**config.mk**
```make
export PLATFORM = sky130hd
export DESIGN_NAME = maze_nav_ctrl
export DESIGN_NICKNAME = d
export VERILOG_FILES = /design/src/rtl/maze_nav_ctrl.sv
export SDC_FILE = /design/constraint.sdc
export NUM_CORES = 1
export LEC_CHECK = 0
export BUFFER_PORTS_ARGS = -buffer_cell sky130_fd_sc_hd__buf_2
export CAP_MARGIN = 20
export CORE_MARGIN = 5
export CORE_UTILIZATION = 60
export CTS_BUF_LIST = sky130_fd_sc_hd__clkbuf_8
export DETAILED_ROUTE_END_ITERATION = 10
export PLACE_DENSITY_LB_ADDON = 0.12
export SYNTH_ARGS = -nofsm -noshare
export SYNTH_HDL_FRONTEND = slang
export SYNTH_SLANG_ARGS = --single-unit
```
**constraint.sdc**
```tcl
create_clock -name selected_clock -period 5.6 [get_ports selected_clock]
set_clock_uncertainty 0.05 [all_clocks]
set_input_delay 0.56 -clock selected_clock [delete_from_list [all_inputs] [get_ports selected_clock]]
set_output_delay 0.56 -clock selected_clock [all_outputs]
set_load 0.01 [all_outputs]
```
**src/rtl/maze_nav_ctrl.sv**
```systemverilog
// Left-hand wall-following navigation FSM for the maze robot; one command per visit to DECIDE.
// Commands are registered Moore outputs and are applied by the map on the following edge; no backpressure.
module maze_nav_ctrl #(
    parameter int MAX_MOVES         = 255,
    parameter int MAX_REMOVE_CYCLES = 12,
    parameter int CNT_W             = 8
) (
    input  logic             selected_clock,
    input  logic             reset,
    input  logic             enable,
    input  logic             head_in,
    input  logic             left_in,
    input  logic             under_in,
    input  logic             barrier_in,
    output logic             avancar,
    output logic             girar,
    output logic             remover,
    output logic [3:0]       state_out,
    output logic [CNT_W-1:0] move_count,
    output logic             done,
    output logic             fault
);

    localparam int               REM_W         = $clog2(MAX_REMOVE_CYCLES + 1);
    localparam logic [CNT_W-1:0] LP_MOVE_LIMIT = CNT_W'(MAX_MOVES);
    localparam logic [REM_W-1:0] LP_REM_LAST   = REM_W'(MAX_REMOVE_CYCLES - 1);

    typedef enum logic [3:0] {
        S_IDLE    = 4'd0,
        S_SETTLE  = 4'd1,
        S_DECIDE  = 4'd2,
        S_TURN_L  = 4'd3,
        S_TURN_R  = 4'd4,
        S_ADVANCE = 4'd5,
        S_REMOVE  = 4'd6,
        S_DONE    = 4'd7,
        S_FAULT   = 4'd8
    } state_t;

    state_t             r_state;
    state_t             w_next;
    logic [1:0]         r_turn_cnt;
    logic [REM_W-1:0]   r_rem_cnt;
    logic               r_left_flag;
    logic [CNT_W-1:0]   r_move_cnt;
    logic               r_avancar;
    logic               r_girar;
    logic               r_remover;
    logic               r_done;
    logic               r_fault;

    always_comb begin
        w_next = r_state;
        case (r_state)
            S_IDLE:    if (enable) w_next = S_SETTLE;
            S_SETTLE:  w_next = S_DECIDE;
            S_DECIDE: begin
                if (!enable)                                   w_next = S_IDLE;
                else if (under_in)                             w_next = S_DONE;
                else if (barrier_in)                           w_next = S_REMOVE;
                else if (!left_in && !r_left_flag)             w_next = S_TURN_L;
                else if (!head_in && r_move_cnt == LP_MOVE_LIMIT) w_next = S_FAULT;
                else if (!head_in)                             w_next = S_ADVANCE;
                else                                           w_next = S_TURN_R;
            end
            S_TURN_L:  w_next = S_SETTLE;
            S_TURN_R:  if (r_turn_cnt == 2'd2) w_next = S_SETTLE;
            S_ADVANCE: w_next = S_SETTLE;
            // One extra remover cycle can follow the barrier vanishing, since the clear is only seen here.
            S_REMOVE: begin
                if (!barrier_in)                     w_next = S_SETTLE;
                else if (r_rem_cnt == LP_REM_LAST)   w_next = S_FAULT;
            end
            S_DONE:    if (!enable) w_next = S_IDLE;
            S_FAULT:   w_next = S_FAULT;
            default:   w_next = S_IDLE;
        endcase
    end

    always_ff @(posedge selected_clock or posedge reset) begin
        if (reset) begin
            r_state     <= S_IDLE;
            r_turn_cnt  <= 2'd0;
            r_rem_cnt   <= '0;
            r_left_flag <= 1'b0;
            r_move_cnt  <= '0;
            r_avancar   <= 1'b0;
            r_girar     <= 1'b0;
            r_remover   <= 1'b0;
            r_done      <= 1'b0;
            r_fault     <= 1'b0;
        end else begin
            r_state   <= w_next;
            r_avancar <= (w_next == S_ADVANCE);
            r_girar   <= (w_next == S_TURN_L) || (w_next == S_TURN_R);
            r_remover <= (w_next == S_REMOVE);
            r_done    <= (w_next == S_DONE);
            r_fault   <= (w_next == S_FAULT);

            case (r_state)
                S_DECIDE: begin
                    if (w_next == S_TURN_L)  r_left_flag <= 1'b1;
                    if (w_next == S_ADVANCE) r_left_flag <= 1'b0;
                    if (w_next == S_TURN_R)  r_turn_cnt  <= 2'd0;
                    if (w_next == S_REMOVE)  r_rem_cnt   <= '0;
                end
                S_TURN_R:  r_turn_cnt <= r_turn_cnt + 2'd1;
                S_ADVANCE: if (r_move_cnt != '1) r_move_cnt <= r_move_cnt + 1'b1;
                S_REMOVE: begin
                    if (w_next == S_REMOVE) r_rem_cnt <= r_rem_cnt + 1'b1;
                    else                    r_rem_cnt <= '0;
                end
                default: ;
            endcase
        end
    end

    assign state_out  = r_state;
    assign move_count = r_move_cnt;
    assign avancar    = r_avancar;
    assign girar      = r_girar;
    assign remover    = r_remover;
    assign done       = r_done;
    assign fault      = r_fault;

endmodule

```
# Yosys cells after proc, flatten, opt, wreduce, memory -nomap -nowiden
# Cells that the tools add are included.
dict set report op_classes {
  mux 19
  eq_ne 20
  addsub 3
  n_reduce_logical 15
}
# op count
set op_table {}
lappend op_table {{$mux 4} 12}
lappend op_table {{$eq 4x3->1 const B} 8}
lappend op_table {{$pmux 4 s8} 1}
lappend op_table {{$eq 4x2->1 const B} 3}
lappend op_table {{$eq 4x4->1 const B} 3}
lappend op_table {{$add 8x1->8 const B} 1}
lappend op_table {{$eq 8x8->1 const B} 1}
lappend op_table {{$ne 8x8->1 const B} 1}
lappend op_table {{$pmux 4 s2} 1}
lappend op_table {{$reduce_and 2->1} 4}
lappend op_table {{$reduce_bool 2->1} 3}
lappend op_table {{$add 4x1->4 const B} 1}
lappend op_table {{$eq 4x1->1 const B} 1}
lappend op_table {{$logic_not 4->1} 1}
lappend op_table {{$ne 2x2->1 const B} 2}
lappend op_table {{$pmux 2 s2} 1}
lappend op_table {{$logic_not 1->1} 3}
lappend op_table {{$mux 1} 3}
lappend op_table {{$add 2x1->2 const B} 1}
lappend op_table {{$eq 2x2->1 const B} 1}
lappend op_table {{$logic_and 1x1->1} 2}
lappend op_table {{$mux 2} 1}
lappend op_table {{$reduce_or 2->1} 1}
lappend op_table {{$logic_or 1x1->1} 1}
dict set report totals {
  out_inout_bits 17
  wordCells 67
  inputBits 7
  register_bits 24
}

# Logic depth before layout (Yosys ltp)
dict set report depth {
  ltp_word 11
  mapped_depth 7
  ltp_nobuf 7
}

# Worst setup path after synthesis
# OpenSTA, ideal clock, no wires.
dict set report synth_timing {
  kind {register to register}
  start {register r_move_cnt[0], in the netlist move_count[0]}
  end {register r_turn_cnt[1]}
  setup_time_ns 0.145
  synth_period_minus_slack_ns 2.109
  stages_incl_launch_ff 7
  required_ns 5.405
  path_buffers 0
  arrival_time_ns 1.914
  slack_ns 3.491
  path_cell_list {dfrtp_1 ha_1 and4_1 and2_1 a221o_2 a211oi_4 a31oi_1}
}
dict set report synth_via {
  elab_chain_len 11
}
# element line
set synth_rtl {}
lappend synth_rtl {{from (decl)} 45} ;# logic [CNT_W-1:0] r_move_cnt;
lappend synth_rtl {{from (signal assigned)} 108} ;# S_ADVANCE: if (r_move_cnt != '1) r_move_cnt <= r_move_cnt + 1'b1;
lappend synth_rtl {{$eq 8x8->1} 62} ;# else if (!head_in && r_move_cnt == LP_MOVE_LIMIT) w_next = S_FAULT;
lappend synth_rtl {{$logic_and 1x1->1} 62}
lappend synth_rtl {{$mux 4} 62}
lappend synth_rtl {{$mux 4} 61} ;# else if (!left_in && !r_left_flag) w_next = S_TURN_L;
lappend synth_rtl {{$mux 4} 60} ;# else if (barrier_in) w_next = S_REMOVE;
lappend synth_rtl {{$mux 4} 59} ;# else if (under_in) w_next = S_DONE;
lappend synth_rtl {{$mux 4} 58} ;# if (!enable) w_next = S_IDLE;
lappend synth_rtl {{$pmux 4 s8} 54} ;# case (r_state)
lappend synth_rtl {{$eq 4x3->1} 104} ;# if (w_next == S_TURN_R) r_turn_cnt <= 2'd0;
lappend synth_rtl {{$ne 2x2->1 (no line)} n/a}
lappend synth_rtl {{$reduce_and 2->1 (no line)} n/a}
lappend synth_rtl {{to (signal assigned)} 107} ;# S_TURN_R: r_turn_cnt <= r_turn_cnt + 2'd1;
lappend synth_rtl {{to (decl)} 42} ;# logic [1:0] r_turn_cnt;
# No other way between the ends.
# A chain may end at the register's enable or synchronous reset.

# Final worst setup path
dict set report layout_timing {
  start {register r_state[1], in the netlist state_out[1]}
  end {register r_turn_cnt[1]}
}
dict set report layout_via {
  elab_chain_len 6
  word_cells_on_any_way 21
  classes_between {eq/ne: 10; mux: 7; reduce/logical: 4}
}
# element line
set layout_rtl {}
lappend layout_rtl {{from (decl)} 40} ;# state_t r_state;
lappend layout_rtl {{from (signal assigned)} 93} ;# r_state <= w_next;
lappend layout_rtl {{$eq 4x3->1, or another cell as far along} 54}
lappend layout_rtl {{$reduce_or 2->1 (no line) or $mux 4 (tied branches)} n/a}
lappend layout_rtl {{$pmux 4 s8} 54}
lappend layout_rtl {{$eq 4x3->1} 104}
lappend layout_rtl {{$ne 2x2->1 (no line)} n/a}
lappend layout_rtl {{$reduce_and 2->1 (no line)} n/a}
# Parallel ways exist; a longest one is shown, timed or not.

==> out/metrics.csv <==
stage;metric;value;unit
outcome;run status;finished clean;
synthesis;sequential area share after synthesis;44.0;%
placement;Detail Placement HPWL;2160;um
timing;setup TNS;0;ns
clock_network;Reg clk slew, reported paths;0.08;ns
timing;hold_ws;0.422;ns
synthesis;ranking of synthesized cells by area;dfrtp_1 (44%), nand2_1 (3.0%), o21ai_0 (2.9%), ha_1 (2.7%), xnor2_1 (2.6%);
worst_hold_path;Worst Hold Class;in2async;
timing;Fmax;443;MHz
power;VDD IR-drop max;0.333;mV
worst_setup_path;worst-case reg-to-reg path depth;5;
clock_network;post_cts resized;0;
final_layout;n_diodes;0;
worst_setup_path;type of origin of the critical path;flop;
worst_setup_path;r2r startpoint;state_out[1]$_DFF_PP0_;
timing;Worst Max-Slew Pin Slew;0.896;ns
floorplan;Starting Density;62.4;%
clock_network;Post CTS Setup Buffer Count;0;
synthesis;Yosys top cell area share;44.0;%
final_layout;Area growth syn-to-layout;14.8;%
synthesis;most common cell in the netlist;dfrtp_1;
global_routing;first-pass GRT wire length;5040;um
floorplan;DIE AREA;0.00333;sq mm
timing;Rel. slew slack;40.2;%
clock_network;clk buf depth;2;
floorplan;core box area;0.00219;sq mm
synthesis;async set-reset flop share out of synthesis;100;%
placement;placed inst area;0.00150;sq mm
synthesis;Cell Area, Synth;0.00137;sq mm
final_layout;Design Area, Final;0.00157;sq mm
clock_network;Post-CTS Hold Fix Bufs;0;
drt;Vias/cell;6.20;
global_routing;total track usage;19.1;%
synthesis;Yosys top cell by area;dfrtp_1;
power;Leakage;0.000725;uW
timing;fin. max-slew vios;0;
clock_network;Num CTS Buffers;3;
timing;Finish-stage setup viols;0;
worst_setup_path;CP endpoint kind;flop;
placement;port bufs;23;
drt;Vias;1147;
timing;Final Hold Viols;0;
synthesis;synth cell count leaders;dfrtp_1 (24), nand2_1 (11), inv_1 (8), o21ai_0 (8);
clock_network;clk root buf;clkbuf_8;
drt;Starting DRT DRC Count;46;
final_layout;nets@finish;168;
clock_network;Sink Count;24;
clock_network;CTS tree;yes;
drt;DRC;0;
worst_setup_path;Max FO, Critical Path;14;
drt;Final ANT Viol Nets;0;
floorplan;Die Span Y;57.7;um
worst_setup_path;reg2reg end;r_turn_cnt[1]$_DFFE_PP0P_;
floorplan;IO Count;24;
synthesis;Mapped Cells;134;
synthesis;Post-synth EDFFs;0;
global_routing;grt total ovfl;0;
drt;Total Routed Length;2880;um
timing;RSZ-0062 raised after global routing;false;
timing;Final min period;2.26;ns
power;power density over the cells;460;mW/mm^2
drt;1st-pass router iterations;4;
synthesis;prevailing post-synth register cell;dfrtp_1;
global_routing;initial antenna violation count;0;
worst_setup_path;flop2flop setup slack;3.34;ns
synthesis;Syn Nets;144;
placement;placer congestion estimate;0.841;
synthesis;synth warn;0;
worst_setup_path;critical setup path kind;reg2reg;
global_routing;largest net degree at the start of global routing;25;
worst_setup_path;WP data required;5.68;ns
clock_network;clk_lat worst skew;0.26;ns
synthesis;FF+latch count, synth;24;
global_routing;vias in the first global route;1098;
floorplan;std cell rows;17;
synthesis;post-synth cell types;46;
floorplan;Die W;57.7;um
drt;DR WL/cell;15.6;um
flow_run;Max Cap Viol;0;
clock_network;htree depth;1;
timing;period utilization;40.3;%
synthesis;Mean Syn Cell Area;10.2;sq um
final_layout;share of layout cells above drive strength 1;24.8;%
worst_setup_path;WP data arrival;2.34;ns
routing by layer:
| layer | track usage, % | vias up | part of all wire [%] |
|---|---|---|---|
| met5 | 0 | - | 0 |
| li1 | - | 550 | - |
| met2 | 30.2 | 43 | 48 |
| met4 | 7.95 | 0 | 2.3 |
| met1 | 26.1 | 547 | 44 |
| met3 | 2.90 | 7 | 6.2 |
where the power goes:
| part | leakage, uW | switching, uW | total (uW) | internal, uW |
|---|---|---|---|---|
| logic | 0.000372 | 169 | 290 | 120 |
| clock network | 0.0000357 | 55.3 | 151 | 95.5 |
| registers | 0.000317 | 64.3 | 282 | 218 |
layout make-up:
type,instances,area (sq um)
Multi-Input combinational cell,98,717
Fill cell,164,622
Clock inverter,1,30.0
Inverter,8,30.0
Tap cell,28,35.0
Clock buffer,3,41.3
Timing Repair Buffer,23,115
Sequential cell,24,601
worst max path at each step:
| stage | start | end | slack, ns | cells after the start |
|---|---|---|---|---|
| after floorplan | move_count[0]$_DFFE_PP0P_ | r_turn_cnt[1]$_DFFE_PP0P_ | 3.49 | 6 |
| after global placement | move_count[0]$_DFFE_PP0P_ | r_turn_cnt[1]$_DFFE_PP0P_ | 3.42 | 6 |
| after detailed placement | move_count[0]$_DFFE_PP0P_ | r_turn_cnt[1]$_DFFE_PP0P_ | 3.37 | 6 |
| after CTS | move_count[0]$_DFFE_PP0P_ | r_turn_cnt[1]$_DFFE_PP0P_ | 3.36 | 6 |
| after global routing | state_out[1]$_DFF_PP0_ | r_turn_cnt[1]$_DFFE_PP0P_ | 3.18 | 5 |
| final | state_out[1]$_DFF_PP0_ | r_turn_cnt[1]$_DFFE_PP0P_ | 3.34 | 5 |
logic make-up after synthesis:
group	Yosys count	share of synthesized area (%)
simple gates	51	22.1
compound gates	35	21.7
flops	24	44.0
buf+inv	12	3.57
xor+xnor	8	5.13
fa+ha+maj	3	2.75
mux	1	0.824
critical path, cell delays in order, from the launching register on:
cell,delay (ns)
dfrtp_1,0.61
nor4b_4,0.47
nand2_1,0.12
a221o_2,0.38
a211oi_4,0.36
a31oi_1,0.12
per-stage QoR:
step	utilization (%)	power, uW	std cells	worst slack, ns
2_1_floorplan	-	494	134	3.49
3_3_place_gp	68.4	563	181	3.42
3_5_place_dp	68.4	575	181	3.37
4_1_cts	71.6	726	185	3.36
5_1_grt	71.6	781	185	3.18
6_report	71.6	722	185	3.34
cells in the final DEF, fill, tap and decap left out, types with 4 or more instances in the layout:
cell,instances
nand3_1,6
xor2_1,4
nor3_1,4
o21ai_0,8
a21oi_1,5
and3_1,4
xnor2_1,4
inv_1,8
dfrtp_1,24
nor2_1,6
nand2_1,11
buf_2,23
state kept, by name, summed over array words and instances (netlist names):
register / flops
move_count: 8
r_rem_cnt: 4
state_out: 4
r_turn_cnt: 2
avancar: 1
done: 1
fault: 1
girar: 1
r_left_flag: 1
remover: 1
No activity file was read; power rests on OpenSTA's default activity.
